$ cat src/rtl/life_cursor_ctrl.sv
// life_cursor_ctrl: debounced button cursor and phase-aligned cell flip strobe
// for the rotating life data store. The store shifts one position per cycle, so
// the flip strobe is issued only on the phase where physical bit {y,x} holds
// logical cell (x,y).
module life_cursor_ctrl #(
    parameter int unsigned X          = 8,
    parameter int unsigned Y          = 8,
    parameter int unsigned LOG2X      = 3,
    parameter int unsigned LOG2Y      = 3,
    parameter int unsigned DEBOUNCE   = 16,
    parameter int unsigned FLIP_PHASE = 0,
    localparam int unsigned N         = X * Y,
    localparam int unsigned PW        = (N > 1) ? $clog2(N) : 1
) (
    input  logic             clk,
    input  logic             reset,
    input  logic             btn_up,
    input  logic             btn_down,
    input  logic             btn_left,
    input  logic             btn_right,
    input  logic             btn_flip,
    output logic [LOG2X-1:0] cursor_x,
    output logic [LOG2Y-1:0] cursor_y,
    output logic             cell_flip,
    output logic             flip_pending,
    output logic [PW-1:0]    phase
);

    localparam int unsigned CW = $clog2(DEBOUNCE) + 1;
    localparam logic [CW-1:0]    CNT_MAX   = CW'(DEBOUNCE - 1);
    localparam logic [PW-1:0]    PHASE_MAX = PW'(N - 1);
    // Phase one cycle before FLIP_PHASE, so the registered strobe lands on it.
    localparam logic [PW-1:0]    PRE_PHASE = PW'((FLIP_PHASE + N - 1) % N);
    localparam logic [LOG2X-1:0] X_MAX     = LOG2X'(X - 1);
    localparam logic [LOG2Y-1:0] Y_MAX     = LOG2Y'(Y - 1);

    // Button bit order: 0 up, 1 down, 2 left, 3 right, 4 flip.
    localparam int unsigned B_UP    = 0;
    localparam int unsigned B_DOWN  = 1;
    localparam int unsigned B_LEFT  = 2;
    localparam int unsigned B_RIGHT = 3;
    localparam int unsigned B_FLIP  = 4;

    typedef enum logic [1:0] {StIdle, StPend, StFire} state_e;

    logic [4:0]    raw;
    logic [4:0]    sync1_q;
    logic [4:0]    sync2_q;
    logic [4:0]    deb_q;
    logic [CW-1:0] cnt_q [5];
    logic [4:0]    press;
    state_e        state_q;
    logic [LOG2X-1:0] x_d;
    logic [LOG2Y-1:0] y_d;

    assign raw = {btn_flip, btn_right, btn_left, btn_down, btn_up};

    // Free-running phase counter, lock-stepped with the store's rotation.
    always_ff @(posedge clk) begin
        if (reset) begin
            phase <= '0;
        end else if (phase == PHASE_MAX) begin
            phase <= '0;
        end else begin
            phase <= phase + 1'b1;
        end
    end

    // Two-flop synchroniser plus stability counter per button.
    always_ff @(posedge clk) begin
        if (reset) begin
            sync1_q <= '0;
            sync2_q <= '0;
            deb_q   <= '0;
            for (int i = 0; i < 5; i++) begin
                cnt_q[i] <= '0;
            end
        end else begin
            sync1_q <= raw;
            sync2_q <= sync1_q;
            for (int i = 0; i < 5; i++) begin
                if (sync2_q[i] == deb_q[i]) begin
                    cnt_q[i] <= '0;
                end else if (cnt_q[i] == CNT_MAX) begin
                    deb_q[i] <= sync2_q[i];
                    cnt_q[i] <= '0;
                end else begin
                    cnt_q[i] <= cnt_q[i] + 1'b1;
                end
            end
        end
    end

    // Press event: the cycle in which the debounced level is about to rise.
    always_comb begin
        press = '0;
        for (int i = 0; i < 5; i++) begin
            press[i] = sync2_q[i] & ~deb_q[i] & (cnt_q[i] == CNT_MAX);
        end
    end

    // Next cursor position with explicit wrap; opposing presses cancel.
    always_comb begin
        x_d = cursor_x;
        y_d = cursor_y;
        unique case ({press[B_RIGHT], press[B_LEFT]})
            2'b10:   x_d = (cursor_x == X_MAX) ? '0 : cursor_x + 1'b1;
            2'b01:   x_d = (cursor_x == '0) ? X_MAX : cursor_x - 1'b1;
            default: x_d = cursor_x;
        endcase
        unique case ({press[B_DOWN], press[B_UP]})
            2'b10:   y_d = (cursor_y == Y_MAX) ? '0 : cursor_y + 1'b1;
            2'b01:   y_d = (cursor_y == '0) ? Y_MAX : cursor_y - 1'b1;
            default: y_d = cursor_y;
        endcase
    end

    // Cursor register; frozen while a flip is outstanding so moves are dropped.
    always_ff @(posedge clk) begin
        if (reset) begin
            cursor_x <= '0;
            cursor_y <= '0;
        end else if (state_q == StIdle) begin
            cursor_x <= x_d;
            cursor_y <= y_d;
        end
    end

    // Flip FSM: latch the intent, wait for the aligned phase, strobe once.
    always_ff @(posedge clk) begin
        if (reset) begin
            state_q      <= StIdle;
            cell_flip    <= 1'b0;
            flip_pending <= 1'b0;
        end else begin
            unique case (state_q)
                StIdle: begin
                    cell_flip <= 1'b0;
                    if (press[B_FLIP]) begin
                        state_q      <= StPend;
                        flip_pending <= 1'b1;
                    end
                end
                StPend: begin
                    if (phase == PRE_PHASE) begin
                        state_q   <= StFire;
                        cell_flip <= 1'b1;
                    end
                end
                StFire: begin
                    state_q      <= StIdle;
                    cell_flip    <= 1'b0;
                    flip_pending <= 1'b0;
                end
                default: begin
                    state_q      <= StIdle;
                    cell_flip    <= 1'b0;
                    flip_pending <= 1'b0;
                end
            endcase
        end
    end

endmodule
$ cat config.mk
export PLATFORM = sky130hd
export DESIGN_NAME = life_cursor_ctrl
export DESIGN_NICKNAME = d
export VERILOG_FILES = /design/src/rtl/life_cursor_ctrl.sv
export SDC_FILE = /design/constraint.sdc
export NUM_CORES = 1
export LEC_CHECK = 0
export BUFFER_PORTS_ARGS = -buffer_cell sky130_fd_sc_hd__buf_2
export CELL_PAD_IN_SITES_DETAIL_PLACEMENT = 1
export CELL_PAD_IN_SITES_GLOBAL_PLACEMENT = 1
export CORE_AREA = 4 4 124 97
export DETAILED_ROUTE_END_ITERATION = 12
export DIE_AREA = 0 0 128 101
export GPL_ROUTABILITY_DRIVEN = 1
export PLACE_DENSITY_LB_ADDON = 0.15
export SLEW_MARGIN = 20
export SYNTH_ARGS = -nofsm -noshare
export SYNTH_HDL_FRONTEND = slang
export SYNTH_SLANG_ARGS = --single-unit
$ cat constraint.sdc
create_clock -name clk -period 2.5 [get_ports clk]
set_clock_uncertainty 0.05 [all_clocks]
set_input_delay 0.125 -clock clk [delete_from_list [all_inputs] [get_ports clk]]
set_output_delay 0.125 -clock clk [all_outputs]
set_load 0.03 [all_outputs]
Yosys cells after proc, flatten, opt, wreduce, memory -nomap -nowiden
Memory sizes are Yosys's and may differ from the RTL's.
Cells that the tools add are included.
{"block": "totals", "reg_bits": 31, "latchBits": 0, "ram_bits": 25, "rom_bits": 0, "input_bits": 7, "elab_cells": 179, "mem_count": 1}
{"name": "cnt_q", "depth": 5, "word_bits": 5, "rd": 5, "rd_ports_with_merged_regs": 0, "write_ports": 5, "line": "50", "rtl": "logic [CW-1:0] cnt_q [5];"}
{"block": "classes", "n_addsub": 10, "multipliers": 0, "div": 0, "order_cmp": 0, "n_eq_ne": 20, "shifts": 0, "n_mux": 83, "n_bitwise": 36, "reduce_logical": 16}
{"operator": "$mux W5", "count": 15}
{"operator": "$mux W1", "count": 58}
{"operator": "$add A5 B1 Y5 const B", "count": 5}
{"operator": "$eq A5 B4 Y1 const B", "count": 5}
{"operator": "$reduce_and A2 Y1", "count": 9}
{"operator": "$or A1 B1 Y1", "count": 15}
{"operator": "$mux W3", "count": 4}
{"operator": "$pmux W3 S2", "count": 2}
{"operator": "$not A1 Y1", "count": 11}
{"operator": "$and A1 B1 Y1", "count": 10}
{"operator": "$add A3 B1 Y3 const B", "count": 2}
{"operator": "$add A6 B1 Y6 const B", "count": 1}
{"operator": "$eq A2 B1 Y1 const B", "count": 3}
{"operator": "$eq A3 B3 Y1 const B", "count": 2}
{"operator": "$eq A6 B6 Y1 const B", "count": 1}
{"operator": "$logic_not A3 Y1", "count": 2}
{"operator": "$sub A3 B1 Y3 const B", "count": 2}
{"operator": "$eq A1 B1 Y1", "count": 5}
{"operator": "$eq A2 B2 Y1 const B", "count": 2}
{"operator": "$mux W2", "count": 2}
{"operator": "$ne A2 B2 Y1 const B", "count": 2}
{"operator": "$pmux W2 S2", "count": 1}
{"operator": "$reduce_bool A2 Y1", "count": 2}
{"operator": "$reduce_or A2 Y1", "count": 2}
{"operator": "2 further kinds", "count": 2}

Depth between registers and ports, before layout
Gate-level depths: netlist (run 1).
{"block": "depth", "ltp_word": 7, "mapped_depth": 8}

Worst setup path after synthesis (run 1)
OpenSTA, ideal clock, no wires.
{"block": "synth_path", "kind": "reg2reg", "startpoint": "mem cnt_q[0][0] in the netlist's numbering", "endpoint": "reg cursor_y[0]", "setup_time_ns": 0.100, "arrival_ns": 2.007, "required_time_ns": 2.350, "slack_ns": 0.343, "path_stages_with_launch": 9, "path_cell_list": "edfxtp_1 > ha_1 > and3_1 > ha_1 > and2_1 > ha_1 > nor3_4 > nor2_1 > a2111oi_4"}
{"item": "start: declaration", "line": "50"}
{"item": "end signal: assignment", "line": "125", "rtl": "cursor_y <= y_d;"}
{"item": "end: declaration", "line": "23", "rtl": "output logic [LOG2Y-1:0] cursor_y,"}

==> results of run 1 <==
-- kinds of logic after synthesis --
family | Yosys count | synth area share
xor gates and xnor gates | 13 | 0.0430
other | 1 | 0.00142
AOI/OAI and AO/OA | 14 | 0.0497
and+or+nand+nor | 102 | 0.199
muxes | 6 | 0.0227
buffers and inverters | 26 | 0.0378
adders and majority gates | 27 | 0.128
DFF | 56 | 0.518
-- sequential cells by signal, summed over array words and instances, names as in the netlist --
name,flops
cursor_y,3
cnt_q,25
sync2_q,5
deb_q,5
flip_pending,1
cell_flip,1
cursor_x,3
state_q,2
phase,6
sync1_q,5
-- metal layers --
layer	routed length, um	global-route usage
met1	2510	0.107
met2	1870	0.124
met3	192	0.0297
met4	99	0.0392
met5	0	0
-- through the flow --
step	hold slack [ns]	cells
after CTS	0.00283	434
final	0.00271	434
after global placement	0.286	423
after detailed placement	0.296	423
after floorplan	0.203	264
after global routing	0.0341	434
-- report_power, final --
part	leakage, nW	switching, mW	internal (mW)
Combinational	0.704	0.0526	0.0368
Sequential	0.520	0.0180	0.981
Clock	0.0744	0.344	0.379
Total	1.30	0.414	1.40
-- cell usage after synthesis (all sizes together), types with 7 or more instances --
master  number
ha          27
xor2         7
edfxtp      25
nor2b       13
or3          8
inv         23
nor2        39
nand2        9
nand3       10
dfxtp       31
-- repair_timing --
item | 4_1_cts | 5_1_grt
hold endpoints to repair | 3 | 0
setup buffers | 0 | 0
hold buffers | 3 | 0
-- final cells by class --
type | instances | share of cell area
well taps | 140 | 0.0552
repair buffers | 25 | 0.0457
flip-flops and latches | 56 | 0.432
clock inverters | 3 | 0.00828
multi-input cells | 182 | 0.392
inverters | 23 | 0.0272
clock buffers | 5 | 0.0394
-- worst max-delay path by stage --
stage                                     to  slack (ns)  cells after the start
finish              cursor_y[0]$_SDFFE_PP0P_        0.20                      8
floorplan           cursor_y[0]$_SDFFE_PP0P_        0.34                      8
global route        cursor_y[0]$_SDFFE_PP0P_        0.03                      8
detailed placement  cursor_y[0]$_SDFFE_PP0P_        0.20                      8
global placement    cursor_y[0]$_SDFFE_PP0P_        0.27                      8
CTS                 cursor_y[0]$_SDFFE_PP0P_        0.17                      8
==> metrics.csv, run 1 <==
metric,value,unit
status,"complete, no violations",
worst r2r src,cnt_q[0][0]$_SDFFCE_PN0P_,
CP Capture Type,flip-flop,
CP startpoint,cnt_q[0][0]$_SDFFCE_PN0P_,
total gr overflow,0,
"CTS clk-pin slew, worst paths",0.07,ns
Async SR Flop Fraction,0,
worst setup margin,0.205,ns
Clock Latency Late Sink,0.30,ns
R2R setup slack,0.20,ns
vias per cell,3.97,
initial core utilization,0.246,
Cell Pwr Density,571,nW/um^2
most frequent cells in the layout,"nor2_1, dfxtp_1, ha_1",
die area,12900,sq um
most used cell along the critical path,ha_1,
Max rail drop VDD,0.000315,V
worst min-delay path class,input pin to flip-flop,
port buffer count,20,
hold path cells,2,
ys flop type,dfxtp_1,
Reg area,1370,sq um
fraction of layout cells with a size suffix above 1,0.116,
Final Hold Fails,0,
CP top delay family,adder cells,
critical setup path kind,flip-flop to flip-flop,
Final Util,0.296,
"EDFF count, synth",25,
FP Rows,33,
H-Tree Depth,2,
drt total wl,4670,um
CP Max Fanout,6,
fmax,0.436,GHz
multi-input gate area in the final layout,1240,sq um
post-synthesis instance area,2650,sq um
Post-DRT Antenna Nets,0,
fin crit share,0.918,
Num CTS Buffers,5,
Initial DRC Count,54,
WP buf/inv,0,
Die H,101,um
WP data arrival,2.45,ns
"commonest non-fill, non-tap cell in the layout",nor2_1,
post_cts resized,0,
sequential element share of the synthesized area,0.518,
max-slew violations,0,
Min-Delay Startpoint,btn_left,
largest net degree at the start of global routing,20,
Setup-failing EPs final,0,
CTS max path bufs,2,
diodes inserted,0,
Top Ports,21,
Chip Width,128,um
min Tclk post-route,2.30,ns
core area,10700,sq um
post-synth top area cell,edfxtp_1,
reg-to-reg endpoint,cursor_y[0]$_SDFFE_PP0P_,
Leakage,1.30,nW
DP Worst Slack,0.197,ns
# fillers,1249,
mean post-synth cell area,10.8,sq um
antenna violations before repair,0,
final instance area,3170,sq um
nets,327,
All-Layer GR Usage,0.0831,
top cell type's share of synthesized area,0.284,
unrepaired setup endpoints after global routing,false,
Yosys warnings,0,
Final GP Congestion,0.702,
Max Cap Violations,0,
Placed Area,2990,sq um
Root Buffer,clkbuf_16,
Seq cells post-synth,56,
Pre-antenna DRT Iters,4,
total power,1.81,mW
DRC viols,0,
CTS tree,built,
crit path cell chain,ha_1 -> and3_1 -> ha_1 -> and2_1 -> ha_1 -> nor3_4 -> nor2_1 -> a2111oi_4,
r2r worst-path depth,8,
Worst Setup Start Kind,flip-flop,
Final HPWL DP,3560,um
max incr delay on CP,0.42,ns
first-pass GRT wire length,8390,um
vias in the first global route,1806,
"Area growth, synth to finish",20.0,%
CP required,2.65,ns
Sink Count,56,
Synth Instances,245,
slowest CP cell,edfxtp_1,
Netlist cell types,33,
Worst Hold Endpoint,sync1_q[2]$_SDFF_PP0_,
WL/cell,10.8,um
synth top area cells,"edfxtp_1, dfxtp_1, ha_1",
setup TNS,0,ns
Via Count,1723,
No activity file was read; power rests on OpenSTA's default activity.
==> inputs of run 2 (changes only) <==
--- a/config.mk
+++ b/config.mk
@@ -9,11 +9,14 @@
 export CELL_PAD_IN_SITES_DETAIL_PLACEMENT = 1
 export CELL_PAD_IN_SITES_GLOBAL_PLACEMENT = 1
 export CORE_AREA = 4 4 124 97
+export CTS_BUF_LIST = sky130_fd_sc_hd__clkbuf_4 sky130_fd_sc_hd__clkbuf_8
 export DETAILED_ROUTE_END_ITERATION = 12
 export DIE_AREA = 0 0 128 101
 export GPL_ROUTABILITY_DRIVEN = 1
+export GPL_TIMING_DRIVEN = 0
 export PLACE_DENSITY_LB_ADDON = 0.15
 export SLEW_MARGIN = 20
 export SYNTH_ARGS = -nofsm -noshare
 export SYNTH_HDL_FRONTEND = slang
 export SYNTH_SLANG_ARGS = --single-unit
+export TNS_END_PERCENT = 30
==> metrics.csv, run 2 (synthesized netlist as in run 1, its figures left out) <==
metric,value,unit,change
Final HPWL DP,3650,um,was 3560 um
Pre-antenna DRT Iters,4,,unchanged
port buffer count,20,,unchanged
largest net degree at the start of global routing,16,,was 20
Pint,1.27,mW,was 1.40 mW
Die H,101,um,unchanged
initial core utilization,0.246,,unchanged
Crit path depth,9,,was 8
post_cts resized,0,,unchanged
"Area growth, synth to finish",19.3,%,was 20.0%
top flop regs,"cnt_q x25, phase x6",,unchanged
fraction of layout cells with a size suffix above 1,0.120,,was 0.116
Slew HR,0.615,,
FP Rows,33,,unchanged
fin crit share,0.941,,was 0.918
worst r2r src,cnt_q[0][0]$_SDFFCE_PN0P_,,unchanged
total gr overflow,0,,unchanged
CP startpoint,cnt_q[0][0]$_SDFFCE_PN0P_,,unchanged
Root Buffer,clkbuf_8,,was clkbuf_16
vias in the first global route,1760,,was 1806
most used cell along the critical path,ha_1,,unchanged
vias per cell,3.99,,was 3.97
Clock Latency Late Sink,0.31,ns,was 0.30 ns
Sw Share,0.222,,was 0.229
worst-margin pin slew,0.578,ns,
WP buf/inv,1,,was 0
Cell Pwr Density,517,nW/um^2,was 571 nW/um^2
die area,12900,sq um,unchanged
CTS tree,built,,unchanged
Critical Path Sink,cursor_y[0]$_SDFFE_PP0P_,,unchanged
WL/cell,10.9,um,was 10.8 um
Worst Setup Start Kind,flip-flop,,unchanged
# fillers,1250,,was 1249
Final Util,0.294,,was 0.296
DRC viols,0,,unchanged
CP Capture Type,flip-flop,,unchanged
antenna violations before repair,0,,unchanged
Sink Count,56,,unchanged
critical setup path kind,flip-flop to flip-flop,,unchanged
worst min-delay path class,input pin to flip-flop,,unchanged
fmax,0.425,GHz,was 0.436 GHz
WP data arrival,2.52,ns,was 2.45 ns
CP Max Fanout,5,,was 6
min Tclk post-route,2.35,ns,was 2.30 ns
Gate power share,0.057,,was 0.049
Max Cap Violations,0,,unchanged
max-slew violations,0,,unchanged
setup TNS,0,ns,unchanged
R2R setup slack,0.15,ns,was 0.20 ns
drt total wl,4800,um,was 4670 um
CP required,2.67,ns,was 2.65 ns
Biggest register,cnt_q,,unchanged
Seq pwr share,0.613,,was 0.552
DP Worst Slack,0.129,ns,was 0.197 ns
Max rail drop VDD,0.000250,V,was 0.000315 V
Final GP Congestion,0.679,,was 0.702
Psw,0.363,mW,was 0.414 mW
reg-to-reg endpoint,cursor_y[0]$_SDFFE_PP0P_,,unchanged
most frequent cells in the layout,"nor2_1, dfxtp_1, ha_1",,unchanged
CP top delay family,adder cells,,unchanged
multi-input gate area in the final layout,1240,sq um,unchanged
Via Count,1753,,was 1723
crit path cell chain,ha_1 -> and3_1 -> ha_1 -> and2_1 -> ha_1 -> nor3_4 -> buf_4 -> a21boi_4 -> a2111oi_4,,was ha_1 -> and3_1 -> ha_1 -> and2_1 -> ha_1 -> nor3_4 -> nor2_1 -> a2111oi_4
All-Layer GR Usage,0.0821,,was 0.0831
unrepaired setup endpoints after global routing,false,,unchanged
Clock power frac,0.331,,was 0.399
Post-DRT Antenna Nets,0,,unchanged
r2r worst-path depth,9,,was 8
Top Ports,21,,unchanged
total power,1.63,mW,was 1.81 mW
hold path cells,3,,was 2
first-pass GRT wire length,8360,um,was 8390 um
H-Tree Depth,2,,unchanged
nets,332,,was 327
core area,10700,sq um,unchanged
Chip Width,128,um,unchanged
worst setup margin,0.146,ns,was 0.205 ns
slowest CP cell,edfxtp_1,,unchanged
"commonest non-fill, non-tap cell in the layout",nor2_1,,unchanged
Final Hold Fails,0,,unchanged
"CTS clk-pin slew, worst paths",0.10,ns,was 0.07 ns
Setup-failing EPs final,0,,unchanged
Initial DRC Count,52,,was 54
Reg area,1370,sq um,unchanged
status,"complete, no violations",,unchanged
max incr delay on CP,0.42,ns,about the same
Leakage,1.30,nW,about the same
Num CTS Buffers,5,,unchanged
diodes inserted,0,,unchanged
CTS max path bufs,2,,unchanged
max FFs per register,25,,unchanged
==> run 2: changes by cell type in the layout (fill, tap and decap cells not counted) <==
cell           before  now
clkbuf_8            0    6
clkbuf_16           5    0
buf_2              20   22
clkbuf_4            0    2
clkinv_4            2    0
dlygate4sd3_1       3    5
clkbuf_1            0    1
inv_6               1    0
==> run 2: per-stage QoR <==
stage	cell area (sq um)	hold slack (ns)	std cells
floorplan	2720	0.203	264
global placement	2990	0.288	424
detailed placement	2990	0.295	424
CTS	3140	0.286	437
global route	3150	0.310	439
finish	3150	0.280	439
==> run 2: how the worst min path moves through the flow <==
stage / end / start / slack (ns)
floorplan: sync1_q[0]$_SDFF_PP0_ / btn_up / 0.20
global placement: sync1_q[4]$_SDFF_PP0_ / btn_flip / 0.29
detailed placement: sync1_q[0]$_SDFF_PP0_ / btn_up / 0.29
CTS: sync1_q[1]$_SDFF_PP0_ / reset / 0.29
global route: sync2_q[1]$_SDFF_PP0_ / reset / 0.31
finish: sync1_q[1]$_SDFF_PP0_ / reset / 0.28
==> run 2: area by class of cell <==
cell class / instances / share of cell area
buffer: 3 / 0.00436
multi-input combinational: 182 / 0.395
inverter: 23 / 0.0274
clock buffer: 8 / 0.0309
sequential: 56 / 0.435
timing repair buffer: 27 / 0.0524
tap: 140 / 0.0555
==> run 2: layer usage <==
metal,GRT usage,vias to the layer above,routed length [um]
met4,0.0343,0,85
met1,0.111,810,2570
met5,0,-,0
li1,-,913,-
met3,0.0254,8,182
met2,0.121,22,1960
==> run 2: worst reg2reg max path, stage by stage (launching register included) <==
cell and delay (ns):
edfxtp_1 0.42, ha_1 0.24, and3_1 0.18, ha_1 0.21, and2_1 0.16, ha_1 0.32, nor3_4 0.06, buf_4 0.16
a21boi_4 0.14, a2111oi_4 0.33
==> run 2: power by group through the flow <==
stage	combinational, mW	sequential, mW	clock, mW
finish	0.0928	0.999	0.539
global route	0.108	1.00	0.605
CTS	0.0943	1.00	0.580
detailed placement	0.0880	1.02	0
global placement	0.0867	1.02	0
floorplan	0.0505	1.03	0
==> run 2: what timing repair did <==
item	4_1_cts	5_1_grt
buffers inserted	0	2
setup endpoints to repair	0	1
hold endpoints to repair	5	0
hold buffers	5	0
==> inputs of run 3 (changes only) <==
--- a/config.mk
+++ b/config.mk
@@ -14,7 +14,7 @@
 export DIE_AREA = 0 0 128 101
 export GPL_ROUTABILITY_DRIVEN = 1
 export GPL_TIMING_DRIVEN = 0
-export PLACE_DENSITY_LB_ADDON = 0.15
+export PLACE_DENSITY = 0.52
 export SLEW_MARGIN = 20
 export SYNTH_ARGS = -nofsm -noshare
 export SYNTH_HDL_FRONTEND = slang
==> constraint.sdc (replaced) <==
create_clock -name clk -period 2.5 [get_ports clk]
set_clock_uncertainty 0.05 [all_clocks]
set_input_delay 0.25 -clock clk [delete_from_list [all_inputs] [get_ports clk]]
set_output_delay 0.25 -clock clk [all_outputs]
set_load 0.03 [all_outputs]
==> metrics.csv, run 3 (synthesized netlist as in run 1, its figures left out) <==
metric,value,unit,change
Sink Count,56,,unchanged
WP data arrival,2.51,ns,was 2.52 ns
Pre-antenna DRT Iters,4,,unchanged
top flop regs,"cnt_q x25, phase x6",,unchanged
Slew HR,0.641,,was 0.615
Chip Width,128,um,unchanged
Gate power share,0.049,,was 0.057
WL/cell,11.1,um,was 10.9 um
Final HPWL DP,3630,um,was 3650 um
Max Cap Violations,0,,unchanged
Seq pwr share,0.563,,was 0.613
hold path cells,2,,was 3
max FFs per register,25,,unchanged
CTS max path bufs,2,,unchanged
die area,12900,sq um,unchanged
status,"complete, no violations",,unchanged
worst-margin pin slew,0.539,ns,was 0.578 ns
worst min-delay path class,input pin to flip-flop,,unchanged
setup TNS,0,ns,unchanged
placed cell count,424,,unchanged
Via Count,1747,,was 1753
"Area growth, synth to finish",18.0,%,was 19.3%
post_cts resized,0,,unchanged
Biggest register,cnt_q,,unchanged
CP Max Fanout,6,,was 5
Die H,101,um,unchanged
drt total wl,4780,um,was 4800 um
first-pass GRT wire length,8460,um,was 8360 um
critical setup path kind,flip-flop to flip-flop,,unchanged
All-Layer GR Usage,0.0825,,was 0.0821
"commonest non-fill, non-tap cell in the layout",nor2_1,,unchanged
vias in the first global route,1804,,was 1760
CP Capture Type,flip-flop,,unchanged
Pint,1.41,mW,was 1.27 mW
largest net degree at the start of global routing,17,,was 16
FP Rows,33,,unchanged
port buffer count,20,,unchanged
Leakage,1.28,nW,was 1.30 nW
Sw Share,0.207,,was 0.222
WHS,0.0923,ns,was 0.280 ns
"CTS clk-pin slew, worst paths",0.10,ns,about the same
antenna violations before repair,0,,unchanged
most frequent cells in the layout,"nor2_1, dfxtp_1, ha_1",,unchanged
Psw,0.368,mW,was 0.363 mW
fraction of layout cells with a size suffix above 1,0.113,,was 0.120
Root Buffer,clkbuf_8,,unchanged
vias per cell,4.05,,was 3.99
H-Tree Depth,2,,unchanged
Worst Setup Start Kind,flip-flop,,unchanged
r2r worst-path depth,8,,was 9
post-route insts no fill,431,,was 439
Post-DRT Antenna Nets,0,,unchanged
DRC viols,0,,unchanged
max-slew violations,0,,unchanged
initial core utilization,0.246,,unchanged
Num CTS Buffers,5,,unchanged
Final Hold Fails,0,,unchanged
fmax,0.427,GHz,was 0.425 GHz
diodes inserted,0,,unchanged
Clock power frac,0.389,,was 0.331
unrepaired setup endpoints after global routing,false,,unchanged
hold buffers post-CTS,0,,was 5
Setup-failing EPs final,0,,unchanged
fin crit share,0.937,,was 0.941
Top Ports,21,,unchanged
min Tclk post-route,2.34,ns,was 2.35 ns
total gr overflow,0,,unchanged
Initial DRC Count,41,,was 52
Max rail drop VDD,0.000227,V,was 0.000250 V
Final GP Congestion,0.697,,was 0.679
Clock Latency Late Sink,0.31,ns,about the same
post-CTS setup buffers,0,,unchanged
nets,325,,was 332
core area,10700,sq um,unchanged
CP required,2.67,ns,about the same
Cell Pwr Density,570,nW/um^2,was 517 nW/um^2
CTS tree,built,,unchanged
==> run 3: cell types whose count changed in the layout (fill, tap and decap cells not counted) <==
| cell | delta |
|---|---|
| clkbuf_4 | -2 |
| bufinv_16 | +2 |
| dlygate4sd3_1 | -5 |
| clkbuf_8 | -1 |
| buf_4 | -2 |
==> run 3: worst paths after layout <==
check / slack [ns] / endpoint / start
worst max-delay path: 0.16 / cursor_y[0]$_SDFFE_PP0P_ / cnt_q[0][0]$_SDFFCE_PN0P_
worst min-delay path: 0.09 / sync1_q[4]$_SDFF_PP0_ / btn_flip
worst max register to register: 0.16 / cursor_y[0]$_SDFFE_PP0P_ / cnt_q[0][0]$_SDFFCE_PN0P_
worst min register to register: 0.40 / sync2_q[1]$_SDFF_PP0_ / sync1_q[1]$_SDFF_PP0_
==> run 3: layout make-up <==
| type | instances | area (sq um) |
|---|---|---|
| fill | 1247 | 7610 |
| sequential | 56 | 1370 |
| multi-input combinational | 182 | 1240 |
| tap | 140 | 175 |
| timing repair buffer | 20 | 100 |
| inverter | 23 | 86.3 |
| clock buffer | 5 | 68.8 |
| clock inverter | 2 | 60.1 |
| buffer | 3 | 13.8 |
==> run 3: through the flow <==
step           setup WS (ns)  area, sq um  utilization  total power [mW]
3_3_place_gp           0.184         2990        0.279              1.11
3_5_place_dp           0.164         2990        0.279              1.11
5_1_grt               0.0248         3120        0.291              1.87
4_1_cts                0.132         3120        0.291              1.81
2_1_floorplan          0.343         2720            -              1.08
6_report               0.157         3120        0.291              1.78
==> run 3: metal layers <==
metal  share of wire  vias to the layer above  global-route usage
li1                -                      899                   -
met1            0.54                      821               0.113
met2            0.41                       19               0.123
met3           0.035                        8              0.0249
met4           0.017                        0              0.0294
met5               0                        -                   0
==> run 3: worst max-delay path, cell delays in order, from the launching register on <==
cell	delay, ns
edfxtp_1	0.43
ha_1	0.24
and3_1	0.18
ha_1	0.20
and2_1	0.17
ha_1	0.32
nor3_4	0.24
nor2_1	0.11
a2111oi_4	0.30
==> run 3: power by group through the flow <==
stage	Clock (mW)	Sequential, mW	Combinational, mW
4_1_cts	0.725	1.00	0.0887
2_1_floorplan	0	1.03	0.0505
3_3_place_gp	0	1.02	0.0867
5_1_grt	0.765	1.00	0.102
6_report	0.691	1.00	0.0864
3_5_place_dp	0	1.02	0.0880
